File: src/rtl/multicycle_control_if.sv
// Instruction/data memory handshake bundle for multicycle_control.
// master = control FSM side, slave = memory side.
interface multicycle_control_if;
  logic        imem_req;
  logic        imem_ready;
  logic [31:0] imem_rdata;
  logic        dmem_req;
  logic        dmem_we;
  logic        dmem_ready;

  modport master (
    output imem_req, dmem_req, dmem_we,
    input  imem_ready, imem_rdata, dmem_ready
  );

  modport slave (
    input  imem_req, dmem_req, dmem_we,
    output imem_ready, imem_rdata, dmem_ready
  );
endinterface

File: src/rtl/multicycle_control.sv
// Multi-cycle RV32I control FSM: FETCH/DECODE/EXEC/MEM/WB with wait-state timeout traps.
// Define RV32M_MDU_EN to sequence RV32M ops through an external multi-cycle MDU.
module multicycle_control #(
  parameter int unsigned TIMEOUT = 16,
  parameter int unsigned ALUOP_W = 4
) (
  input  logic                 clk,
  input  logic                 rst_n,
  multicycle_control_if.master mem,
  input  logic                 br_cond,
  input  logic                 mdu_done,
  output logic                 ir_write,
  output logic                 pc_write,
  output logic [1:0]           pc_src,
  output logic [ALUOP_W-1:0]   alu_op,
  output logic                 alu_src_a,
  output logic [1:0]           alu_src_b,
  output logic                 reg_write,
  output logic [1:0]           wb_sel,
  output logic [2:0]           load_ctrl,
  output logic [1:0]           store_ctrl,
  output logic                 mdu_start,
  output logic                 trap,
  output logic [1:0]           trap_cause,
  output logic [2:0]           state
);

  typedef enum logic [2:0] {
    S_FETCH  = 3'd0,
    S_DECODE = 3'd1,
    S_EXEC   = 3'd2,
    S_MEM    = 3'd3,
    S_WB     = 3'd4,
    S_MDU    = 3'd5,
    S_TRAP   = 3'd7
  } state_t;

  localparam int unsigned CW = (TIMEOUT > 1) ? $clog2(TIMEOUT + 1) : 1;

  state_t        state_q, state_d;
  logic [31:0]   ir_q;
  logic [CW-1:0] wait_cnt_q;
  logic          wait_inc;
  logic          trap_q;
  logic [1:0]    cause_q, cause_d;
  logic          timeout_hit;

  logic [6:0] opcode;
  logic [2:0] funct3;
  logic [6:0] funct7;
  logic is_r, is_imm, is_load, is_store, is_branch, is_jal, is_jalr, is_lui, is_auipc;
  logic is_mul, r_ok, legal;

  assign opcode    = ir_q[6:0];
  assign funct3    = ir_q[14:12];
  assign funct7    = ir_q[31:25];
  assign is_r      = (opcode == 7'b0110011);
  assign is_imm    = (opcode == 7'b0010011);
  assign is_load   = (opcode == 7'b0000011);
  assign is_store  = (opcode == 7'b0100011);
  assign is_branch = (opcode == 7'b1100011);
  assign is_jal    = (opcode == 7'b1101111);
  assign is_jalr   = (opcode == 7'b1100111);
  assign is_lui    = (opcode == 7'b0110111);
  assign is_auipc  = (opcode == 7'b0010111);

`ifdef RV32M_MDU_EN
  logic mdu_started_q;
  assign is_mul = (funct7 == 7'b0000001);
`else
  assign is_mul = 1'b0;
`endif

  assign r_ok  = (funct7 == 7'b0000000) || (funct7 == 7'b0100000) || is_mul;
  assign legal = (is_r && r_ok) || is_imm || is_load || is_store || is_branch ||
                 is_jal || is_jalr || is_lui || is_auipc;

  // Trap fires on the TIMEOUT-th consecutive non-ready cycle of a request.
  assign timeout_hit = (TIMEOUT != 0) && (wait_cnt_q == CW'(TIMEOUT - 1));

  function automatic logic [ALUOP_W-1:0] mk_op(input logic alt, input logic [2:0] f3);
    mk_op = '0;
    mk_op[ALUOP_W-1] = alt;
    mk_op[2:0] = f3;
  endfunction

  always_comb begin
    state_d      = state_q;
    cause_d      = 2'b00;
    wait_inc     = 1'b0;
    mem.imem_req = 1'b0;
    mem.dmem_req = 1'b0;
    mem.dmem_we  = 1'b0;
    ir_write     = 1'b0;
    pc_write     = 1'b0;
    pc_src       = 2'b00;
    alu_op       = '0;
    alu_src_a    = 1'b1;
    alu_src_b    = 2'b00;
    reg_write    = 1'b0;
    wb_sel       = 2'b00;
    load_ctrl    = 3'b111;
    store_ctrl   = 2'b11;
    mdu_start    = 1'b0;
    // Outputs are forced idle while reset is held so an aborted instruction issues nothing.
    if (rst_n) begin
      case (state_q)
        S_FETCH: begin
          mem.imem_req = 1'b1;
          if (mem.imem_ready) begin
            ir_write = 1'b1;
            pc_write = 1'b1;
            state_d  = S_DECODE;
          end else if (timeout_hit) begin
            state_d = S_TRAP;
            cause_d = 2'b10;
          end else begin
            wait_inc = 1'b1;
          end
        end
        S_DECODE: begin
          if (legal) state_d = S_EXEC;
          else begin
            state_d = S_TRAP;
            cause_d = 2'b01;
          end
        end
        S_EXEC: begin
          if (is_r) begin
            alu_op  = mk_op(funct7[5], funct3);
            state_d = is_mul ? S_MDU : S_WB;
          end else if (is_imm) begin
            alu_src_b = 2'b10;
            alu_op    = mk_op((funct3 == 3'b101) && funct7[5], funct3);
            state_d   = S_WB;
          end else if (is_load || is_store) begin
            alu_src_b = 2'b10;
            state_d   = S_MEM;
          end else if (is_branch) begin
            alu_op   = mk_op(1'b1, funct3);
            pc_write = br_cond;
            pc_src   = 2'b01;
            state_d  = S_FETCH;
          end else if (is_jal) begin
            pc_write = 1'b1;
            pc_src   = 2'b01;
            state_d  = S_WB;
          end else if (is_jalr) begin
            alu_src_b = 2'b10;
            pc_write  = 1'b1;
            pc_src    = 2'b10;
            state_d   = S_WB;
          end else if (is_lui || is_auipc) begin
            alu_src_a = is_lui;
            alu_src_b = 2'b10;
            state_d   = S_WB;
          end else begin
            state_d = S_TRAP;
            cause_d = 2'b01;
          end
        end
        S_MEM: begin
          mem.dmem_req = 1'b1;
          mem.dmem_we  = is_store;
          alu_src_b    = 2'b10;
          if (is_load)  load_ctrl  = funct3;
          if (is_store) store_ctrl = funct3[1:0];
          if (mem.dmem_ready) state_d = is_store ? S_FETCH : S_WB;
          else if (timeout_hit) begin
            state_d = S_TRAP;
            cause_d = 2'b11;
          end else begin
            wait_inc = 1'b1;
          end
        end
        S_WB: begin
          reg_write = 1'b1;
          if (is_load) begin
            wb_sel    = 2'b01;
            load_ctrl = funct3;
          end else if (is_jal || is_jalr) wb_sel = 2'b10;
          else if (is_mul)                wb_sel = 2'b11;
          state_d = S_FETCH;
        end
`ifdef RV32M_MDU_EN
        S_MDU: begin
          mdu_start = !mdu_started_q;
          if (mdu_done) state_d = S_WB;
        end
`endif
        S_TRAP: state_d = S_TRAP;
        default: begin
          state_d = S_TRAP;
          cause_d = 2'b01;
        end
      endcase
    end
  end

  always_ff @(posedge clk) begin
    if (!rst_n) begin
      state_q    <= S_FETCH;
      ir_q       <= '0;
      wait_cnt_q <= '0;
      trap_q     <= 1'b0;
      cause_q    <= 2'b00;
    end else begin
      state_q <= state_d;
      if (ir_write) ir_q <= mem.imem_rdata;
      if (state_d != state_q)  wait_cnt_q <= '0;
      else if (wait_inc)       wait_cnt_q <= wait_cnt_q + CW'(1);
      if (state_d == S_TRAP && state_q != S_TRAP) begin
        trap_q  <= 1'b1;
        cause_q <= cause_d;
      end
    end
  end

`ifdef RV32M_MDU_EN
  always_ff @(posedge clk) begin
    if (!rst_n) mdu_started_q <= 1'b0;
    else        mdu_started_q <= (state_q == S_MDU);
  end
`endif

  logic unused_bits;
  assign unused_bits = ^{mdu_done, ir_q[24:15], ir_q[11:7]};

  assign trap       = trap_q;
  assign trap_cause = cause_q;
  assign state      = state_q;

endmodule

File: src/flat_wrapper.sv
// flat-port wrapper written by rule: the top's interface ports become plain ports
module multicycle_control_flat 
#(
  parameter int unsigned TIMEOUT = 16,
  parameter int unsigned ALUOP_W = 4
)
  (clk, rst_n, br_cond, mdu_done, ir_write, pc_write, pc_src, alu_op, alu_src_a, alu_src_b, reg_write, wb_sel, load_ctrl, store_ctrl, mdu_start, trap, trap_cause, state, mem_imem_req, mem_dmem_req, mem_dmem_we, mem_imem_ready, mem_imem_rdata, mem_dmem_ready);
  multicycle_control_if mem_i ();
  input  logic clk;
  input  logic rst_n;
  input  logic br_cond;
  input  logic mdu_done;
  output logic ir_write;
  output logic pc_write;
  output logic [1:0] pc_src;
  output logic [ALUOP_W-1:0] alu_op;
  output logic alu_src_a;
  output logic [1:0] alu_src_b;
  output logic reg_write;
  output logic [1:0] wb_sel;
  output logic [2:0] load_ctrl;
  output logic [1:0] store_ctrl;
  output logic mdu_start;
  output logic trap;
  output logic [1:0] trap_cause;
  output logic [2:0] state;
  output wire logic [$bits(mem_i.imem_req)-1:0] mem_imem_req;
  output wire logic [$bits(mem_i.dmem_req)-1:0] mem_dmem_req;
  output wire logic [$bits(mem_i.dmem_we)-1:0] mem_dmem_we;
  input wire logic [$bits(mem_i.imem_ready)-1:0] mem_imem_ready;
  input wire logic [$bits(mem_i.imem_rdata)-1:0] mem_imem_rdata;
  input wire logic [$bits(mem_i.dmem_ready)-1:0] mem_dmem_ready;
  assign mem_imem_req = mem_i.imem_req;
  assign mem_dmem_req = mem_i.dmem_req;
  assign mem_dmem_we = mem_i.dmem_we;
  assign mem_i.imem_ready = mem_imem_ready;
  assign mem_i.imem_rdata = mem_imem_rdata;
  assign mem_i.dmem_ready = mem_dmem_ready;
  multicycle_control #(.TIMEOUT(TIMEOUT), .ALUOP_W(ALUOP_W)) u_core (.clk(clk), .rst_n(rst_n), .mem(mem_i), .br_cond(br_cond), .mdu_done(mdu_done), .ir_write(ir_write), .pc_write(pc_write), .pc_src(pc_src), .alu_op(alu_op), .alu_src_a(alu_src_a), .alu_src_b(alu_src_b), .reg_write(reg_write), .wb_sel(wb_sel), .load_ctrl(load_ctrl), .store_ctrl(store_ctrl), .mdu_start(mdu_start), .trap(trap), .trap_cause(trap_cause), .state(state));
endmodule
File: config.mk
export PLATFORM = sky130hd
export DESIGN_NAME = multicycle_control_flat
export DESIGN_NICKNAME = d
export VERILOG_FILES = /design/src/rtl/multicycle_control_if.sv /design/src/rtl/multicycle_control.sv /design/src/flat_wrapper.sv
export SDC_FILE = /design/constraint.sdc
export NUM_CORES = 1
export LEC_CHECK = 0
export CAP_MARGIN = 25
export CORE_UTILIZATION = 39
export DETAILED_ROUTE_END_ITERATION = 7
export PLACE_DENSITY_LB_ADDON = 0.12
export SETUP_SLACK_MARGIN = 0.1
export SLEW_MARGIN = 5
export SYNTH_ARGS = -nofsm -noshare
export SYNTH_HDL_FRONTEND = slang
export SYNTH_SLANG_ARGS = --single-unit
export TNS_END_PERCENT = 30
File: constraint.sdc
create_clock -name clk -period 1.9 [get_ports clk]
set_input_delay 0.38 -clock clk [delete_from_list [all_inputs] [get_ports clk]]
set_output_delay 0.38 -clock clk [all_outputs]
set_load 0.1 [all_outputs]
==> run summary, run 1 <==
POWER
-------------------------------------------------------------------------------------
Fraction of power consumed by combinational cells                               40.7%
Design Power                                                                  1760 uW
Flop pwr share                                                                  37.5%
Psw                                                                            648 uW
Highest ir drop seen on vdd                                                    350 uV
Clock network fraction of design power                                          21.9%
Leakage power total                                                        0.00122 uW
Power per standard cell area                                               561 mW/mm2
Power Internal                                                                1120 uW
Switching part of the total power                                               36.8%

YOSYS
-------------------------------------------------------------------------------------
Largest area contributor in the synthesized netlist                      sky130_fd_sc_hd__dfxtp_1
Async set or reset register ratio after synthesis                                  0%
Leading register cell type out of synthesis                              sky130_fd_sc_hd__dfxtp_1
Mean area per synthesized cell                                               8.99 um2
Most frequent cell after synthesis                                       sky130_fd_sc_hd__dfxtp_1
Cells after Synth                                                                 182
Count of cell types in the netlist                                                 56
Count of warnings emitted by yosys                                                  0
Post-synth design cell area                                               0.00164 mm2
Main area contributors after synthesis                                   sky130_fd_sc_hd__dfxtp_1 (34%), sky130_fd_sc_hd__a22o_1 (9.1%), sky130_fd_sc_hd__nand2_1 (3.2%)
Top cell type's share of synthesized area                                       34.3%
Proportion of synthesized chip area in sequential cells                         34.3%
Synthesized flop and latch total                                                   28
List of most frequent post-synthesis cells                               sky130_fd_sc_hd__dfxtp_1 (28), sky130_fd_sc_hd__a22o_1 (17), sky130_fd_sc_hd__nand2_1 (14)
Number of enable-type register cells in the synthesized netlist                     0

WORST SETUP PATH
-------------------------------------------------------------------------------------
Required time of the critical path                                            1520 ps
Launch instance of the worst register-to-register path                   u_core.ir_q[29]
Critical path's slowest cell                                             sky130_fd_sc_hd__dfxtp_2
Endpoint of the worst-slack reg-to-reg timing path                       u_core.wait_cnt_q[2]
Critical path, cell by cell                                              nand3b_1 > or2_4 > buf_6 > nor4_4 > buf_12
Critical Path AT                                                              1870 ps
Launch point of the worst path                                           u_core.ir_q[4]
Worst path max stage delay                                                     340 ps
Flop2flop setup slack                                                         -330 ps
Classification of the worst setup path                                     reg -> out
R2r worst-path depth                                                                7
Crit path buf inv count                                                             2
Highest fanout seen on the critical path                                            4
CP endpoint kind                                                          output port
Delay-heaviest family, CP                                                simple AND/OR/NAND/NOR gates
Kind of start point of the critical path                                    flip-flop

PLACE
-------------------------------------------------------------------------------------
Placer's final routability congestion estimate                                  0.960
Worst slack at placement                                                      -607 ps
Count of buffers inserted at the top-level ports                                   48
Placed wire-length estimate after detailed placement                          4.03 mm

MIN PATH
-------------------------------------------------------------------------------------
Class of the tightest hold or removal check                                reg -> reg
Number of cells on the worst hold path                                              2
Hold endpoint                                                            u_core.trap_cause[1]
Hold Startpoint                                                          u_core.trap_cause[1]

GLOBAL ROUTE
-------------------------------------------------------------------------------------
Vias in the first global route                                                  1,881
Total grt overflow                                                                  0
Initial antenna violation count                                                     0
First-pass GRT wire length                                                    8.86 mm
Largest net degree at the start of global routing                                  18
All-layer global routing usage                                                  26.7%

DETAILED ROUTING
-------------------------------------------------------------------------------------
Wire length reported by the detailed router                                   5.43 mm
Vias after detailed routing                                                     1,775
Drt wl/cell                                                                   16.7 um
Mean number of vias per cell                                                     5.46
Number of optimization iterations in the first detailed-route pass                  4
Count of routing violations after the opening detailed-route iteration             83
DRC errors left                                                                     0
Remaining antenna violation count after routing                                     0

FLOORPLANNING
-------------------------------------------------------------------------------------
Total Die Area                                                            0.00446 mm2
Number of primary I/O pins                                                         67
Floorplan die width                                                           66.8 um
Num rows                                                                           23
Vertical die dimension                                                        66.8 um
Core Footprint                                                            0.00403 mm2
Effective utilization at floorplan                                              40.6%

CTS
-------------------------------------------------------------------------------------
Hold_buf cts                                                                        0
Clock Pin Slew Worst Setup and Hold Paths                                      100 ps
Clock insertion delay at the later pin of the skew report                      290 ps
TritonCTS Buffers                                                                   3
# clock sinks                                                                      28
Maximum clock insertion buffer count                                                2
Clock root buffer                                                        sky130_fd_sc_hd__clkbuf_8
Number of H-tree levels                                                             1
CTS tree                                                                         done

LAYOUT
-------------------------------------------------------------------------------------
Number of nets in the layout                                                      316
Share of cells above drive strength 1                                           56.7%
Fin util                                                                        78.0%
Antenna Cells                                                                       0
Area Growth Syn to Fin                                                          92.0%
Layout fillers                                                                    246

TIMING
-------------------------------------------------------------------------------------
Hold slack final                                                               484 ps
Share of the clock period used by the worst path after layout                    119%
Maximum operating frequency                                                 0.443 GHz
Number of setup violations in the final report                                     29
Count of final max-slew check failures                                              0
Unrepaired setup endpoints after global routing                                  true
Worst-case headroom to the max-slew limit                                       54.3%
Fin crit period                                                               2250 ps
Final setup slack of the worst path                                           -355 ps
Transition time at the pin with the least slew margin                          685 ps
Final hold violations                                                               0
Post-route clock skew                                                         5.45 ps

RUN
-------------------------------------------------------------------------------------
Number of violations of the max-capacitance limit                                   0

RUN STATUS
-------------------------------------------------------------------------------------
Outcome                                                                  finished, violations left
Violations in the final reports                                          negative setup slack

## what timing repair did
item,CTS,global route
hold endpoints to repair,0,0
gates resized for setup,46,11
setup buffers,3,2
pin swaps,17,12
endpoints found under the setup margin,48,31
## power groups by stage
stage	clock network, uW	logic [uW]	registers (uW)
2_1_floorplan	0	308	761
3_3_place_gp	0	621	666
3_5_place_dp	0	635	668
4_1_cts	391	683	659
5_1_grt	415	757	665
6_report	385	717	661
## metal layers
metal	routed length, um	global-route usage (%)	up-vias	part of all wire, %
met1	2110	31.2	856	39
met2	2930	48.2	56	54
met4	131	9.57	0	2.4
met5	0	0	-	0
met3	259	4.28	12	4.8
li1	-	-	851	-
## per-stage QoR
step | area (um2) | instances | setup TNS [ps]
after detailed placement | 2820 | 316 | -12900
after global placement | 2820 | 316 | -11930
final | 3140 | 325 | -6310
after floorplan | 1790 | 183 | -23460
after global routing | 3140 | 325 | -8340
after CTS | 3080 | 323 | -6870
## cell families (layout without fill, tap and decap cells)
family / Yosys count / count (layout) / synth area share (%)
simple gates: 71 / 71 / 26.5
flops: 28 / 28 / 34.3
xor+xnor: 5 / 5 / 2.68
fa+ha+maj: 3 / 3 / 2.14
compound gates: 53 / 53 / 28.1
buf+inv: 20 / 112 / 5.50
other cells: 1 / 2 / 0.229
mux: 1 / 1 / 0.612
## worst min-delay path, cell delays in order (launching register included)
cell	delay, ps
sky130_fd_sc_hd__dfxtp_1	330
sky130_fd_sc_hd__nand2_1	60
sky130_fd_sc_hd__o21ai_1	60
## flip-flops by register name, indices dropped and copies added, names as in the netlist
register / flops
u_core.state: 3
u_core.wait_cnt_q: 5
u_core.trap_cause: 2
u_core.trap: 1
u_core.ir_q: 17
## how the worst max path moves through the flow
stage / endpoint / slack [ps] / cells after the start
floorplan: ir_write / -890 / 7
global placement: u_core.trap_cause[0] / -500 / 7
detailed placement: u_core.trap_cause[0] / -610 / 7
CTS: u_core.wait_cnt_q[2] / -370 / 7
global route: u_core.wait_cnt_q[2] / -430 / 7
finish: pc_src[0] / -350 / 5
## cell type report
type	count	area (um2)	share of cell area [%]
clock buffers	4	55.1	1.75
inverters	5	18.8	0.597
multi-input cells	135	1280	40.8
flip-flops and latches	28	581	18.5
well taps	50	62.6	1.99
repair buffers	103	1140	36.4
## cells in the final DEF (no fill, tap or decap), drive strengths merged, types with 3 or more instances in the layout
master | netlist | routed
nor2 | 12 | 12
o21ai | 9 | 9
dfxtp | 28 | 28
xnor2 | 3 | 3
nand2b | 5 | 5
buf | 8 | 82
nor2b | 3 | 3
or2 | 5 | 5
clkdlybuf4s50 | 0 | 20
and2 | 6 | 6
nor4 | 5 | 5
a211oi | 3 | 3
o21a | 3 | 3
a22o | 17 | 17
clkbuf | 7 | 4
o31a | 4 | 4
a2111oi | 3 | 3
inv | 5 | 5
a21oi | 4 | 4
nand2 | 14 | 14
No activity file was read; power rests on OpenSTA's default activity.
==> inputs of run 2 (changes only) <==
- CORE_MARGIN: default -> 2
- CORE_UTILIZATION: 39 -> 43
- clock period: 1.9 -> 2.5 ns (I/O delays scaled with it)
==> run summary, run 2 (same netlist as run 1, synthesis figures left out) <==
WORST SETUP PATH
-------------------------------------------------------------------------------------
Endpoint of the worst-slack reg-to-reg timing path                       u_core.wait_cnt_q[3]
Critical path, cell by cell                                              nand3b_1 > or2_4 > o32ai_1 > and3_1 > buf_12
Flop2flop setup slack                                                          180 ps   +510 ps
Required time of the critical path                                            2000 ps   +480 ps
Delay-heaviest family, CP                                                simple AND/OR/NAND/NOR gates
Highest fanout seen on the critical path                                            5   +1
Crit path buf inv count                                                             1   -1
CP endpoint kind                                                          output port
R2r worst-path depth                                                                7   unchanged
Critical Path AT                                                              1860 ps   about the same
Kind of start point of the critical path                                    flip-flop
Launch instance of the worst register-to-register path                   u_core.ir_q[26]
Worst path max stage delay                                                     360 ps   +20 ps
Classification of the worst setup path                                     reg -> out
Critical path's slowest cell                                             sky130_fd_sc_hd__dfxtp_2

MIN PATH
-------------------------------------------------------------------------------------
Number of cells on the worst hold path                                              2   unchanged
Hold Startpoint                                                          u_core.trap_cause[1]
Class of the tightest hold or removal check                                reg -> reg
Hold endpoint                                                            u_core.trap_cause[1]

TIMING
-------------------------------------------------------------------------------------
Count of final max-slew check failures                                              0   unchanged
Post-route clock skew                                                         5.83 ps   +0.382 ps
Final hold violations                                                               0   unchanged
Worst-case headroom to the max-slew limit                                       52.9%   -1.4 points
Final setup slack of the worst path                                            138 ps   +493 ps
Transition time at the pin with the least slew margin                          706 ps   +20.6 ps
Share of the clock period used by the worst path after layout                   94.5%
Unrepaired setup endpoints after global routing                                  true
Fin crit period                                                               2360 ps
Maximum operating frequency                                                 0.423 GHz
Number of setup violations in the final report                                      0   -100%

CTS
-------------------------------------------------------------------------------------
Number of H-tree levels                                                             1   unchanged
Clock Pin Slew Worst Setup and Hold Paths                                      100 ps   about the same
Clock root buffer                                                        sky130_fd_sc_hd__clkbuf_8
Clock insertion delay at the later pin of the skew report                      280 ps   about the same
Maximum clock insertion buffer count                                                2   unchanged
TritonCTS Buffers                                                                   3   unchanged
Hold_buf cts                                                                        0   unchanged
CTS tree                                                                         done
# clock sinks                                                                      28   unchanged

POWER
-------------------------------------------------------------------------------------
Leakage power total                                                        0.00104 uW   -15%
Power per standard cell area                                               439 mW/mm2   -22%
Highest ir drop seen on vdd                                                    241 uV   -31%

FLOORPLANNING
-------------------------------------------------------------------------------------
Total Die Area                                                            0.00432 mm2   -3.2%
Vertical die dimension                                                        65.7 um   -1.6%
Number of primary I/O pins                                                         67   unchanged
Num rows                                                                           22   -4.3%
Core Footprint                                                            0.00366 mm2   -9.1%
Floorplan die width                                                           65.7 um   -1.6%
Effective utilization at floorplan                                              44.7%   +4.1 points

LAYOUT
-------------------------------------------------------------------------------------
Total non-filler cell area in the finished layout                         0.00271 mm2   -14%
Flip-flop count of the largest register, all copies and words added                17   unchanged
Register name with the most flops                                         u_core.ir_q
Share of cells above drive strength 1                                           41.2%   -16 points
Commonest non-fill, non-tap cell in the layout                           sky130_fd_sc_hd__buf_4
Commonest non-fill, non-tap cells in the layout                          sky130_fd_sc_hd__buf_4 (36), sky130_fd_sc_hd__dfxtp_1 (23), sky130_fd_sc_hd__buf_12 (21), sky130_fd_sc_hd__clkdlybuf4s50_1 (20), sky130_fd_sc_hd__a22o_1 (17)
Number of nets in the layout                                                      291   -7.9%
Fin util                                                                        74.1%   -3.9 points
Antenna Cells                                                                       0   unchanged
Area Growth Syn to Fin                                                          65.8%

PLACE
-------------------------------------------------------------------------------------
Placer's final routability congestion estimate                                  0.889   -7.4%
Worst slack at placement                                                      -109 ps   +499 ps
Placed wire-length estimate after detailed placement                          3.68 mm   -8.6%
Area post-placement                                                       0.00259 mm2   -7.8%
Count of buffers inserted at the top-level ports                                   48   unchanged

GLOBAL ROUTE
-------------------------------------------------------------------------------------
First-pass GRT wire length                                                    8.23 mm   -7.1%
Total grt overflow                                                                  0   unchanged
Vias in the first global route                                                  1,754   -6.8%
All-layer global routing usage                                                  24.5%   -2.2 points
Largest net degree at the start of global routing                                  22   +4
Initial antenna violation count                                                     0   unchanged

RUN STATUS
-------------------------------------------------------------------------------------
Outcome                                                                  finished, final reports clean

DETAILED ROUTING
-------------------------------------------------------------------------------------
Length of routed met3 wiring                                                   310 um   +20%
Mean number of vias per cell                                                     5.68   +4.0%
Metal-1 WL                                                                    1.87 mm   -11%
Vias after detailed routing                                                     1,692   -4.7%
DRC errors left                                                                     0   unchanged
Number of optimization iterations in the first detailed-route pass                  4   unchanged
Count of routing violations after the opening detailed-route iteration             97   +17%
Met2 Wirelength                                                               2.70 mm   -7.6%
Highest Signal Layer                                                             met4
Drt wl/cell                                                                   16.6 um   -0.52%
Remaining antenna violation count after routing                                     0   unchanged
Wire length reported by the detailed router                                   4.95 mm   -8.8%

RUN
-------------------------------------------------------------------------------------
Number of violations of the max-capacitance limit                                   0   unchanged

==> run 2: cell types whose count changed in the layout (fill, tap and decap cells not counted), sizes merged <==
cell  delta
buf     -25
==> run 2: metal layers <==
layer	up-vias	GRT usage, %
met3	12	5.65
met2	63	46.1
met1	809	26.4
met5	-	0
met4	0	8.33
li1	808	-
==> run 2: area by class of cell <==
type                    count  area, um2
multi-input cells         135       1120
repair buffers             78        900
flip-flops and latches     28        574
clock buffers               4       45.0
fillers                   261        947
inverters                   5       18.8
well taps                  48       60.1
==> run 2: worst min-delay path, stage by stage, from the launching register on <==
cell and delay (ps):
sky130_fd_sc_hd__dfxtp_1 320, sky130_fd_sc_hd__nand2_1 50, sky130_fd_sc_hd__o21ai_1 50
==> run 2: worst max-delay path by stage <==
stage                    startpoint              endpoint  depth (start not counted)
floorplan           u_core.state[2]              ir_write                          7
global placement              rst_n             alu_op[2]                          6
detailed placement            rst_n             alu_op[1]                          6
CTS                  u_core.ir_q[3]          load_ctrl[0]                          6
global route        u_core.ir_q[26]  u_core.wait_cnt_q[4]                          7
finish               u_core.ir_q[4]              pc_write                          5
==> run 2: per-stage QoR <==
stage	power (uW)	std cells	setup TNS, ps	hold slack, ps
finish	1190	298	0	460
global placement	925	290	-266	439
detailed placement	935	290	-530	448
CTS	1190	296	0	462
floorplan	812	183	-3830	434
global route	1240	298	0	488
==> run 2: timing repair <==
item,in CTS,in global routing
buffers inserted,2,2
resized for setup,8,6
pin swaps,1,1
cloned,0,0
setup endpoints to repair,11,17
==> run 2: power by group <==
part | switching, uW | leakage, uW | internal (uW)
clock network | 140 | 0.0000228 | 114
registers | 38.0 | 0.000231 | 473
logic | 262 | 0.000784 | 163
total | 440 | 0.00104 | 750
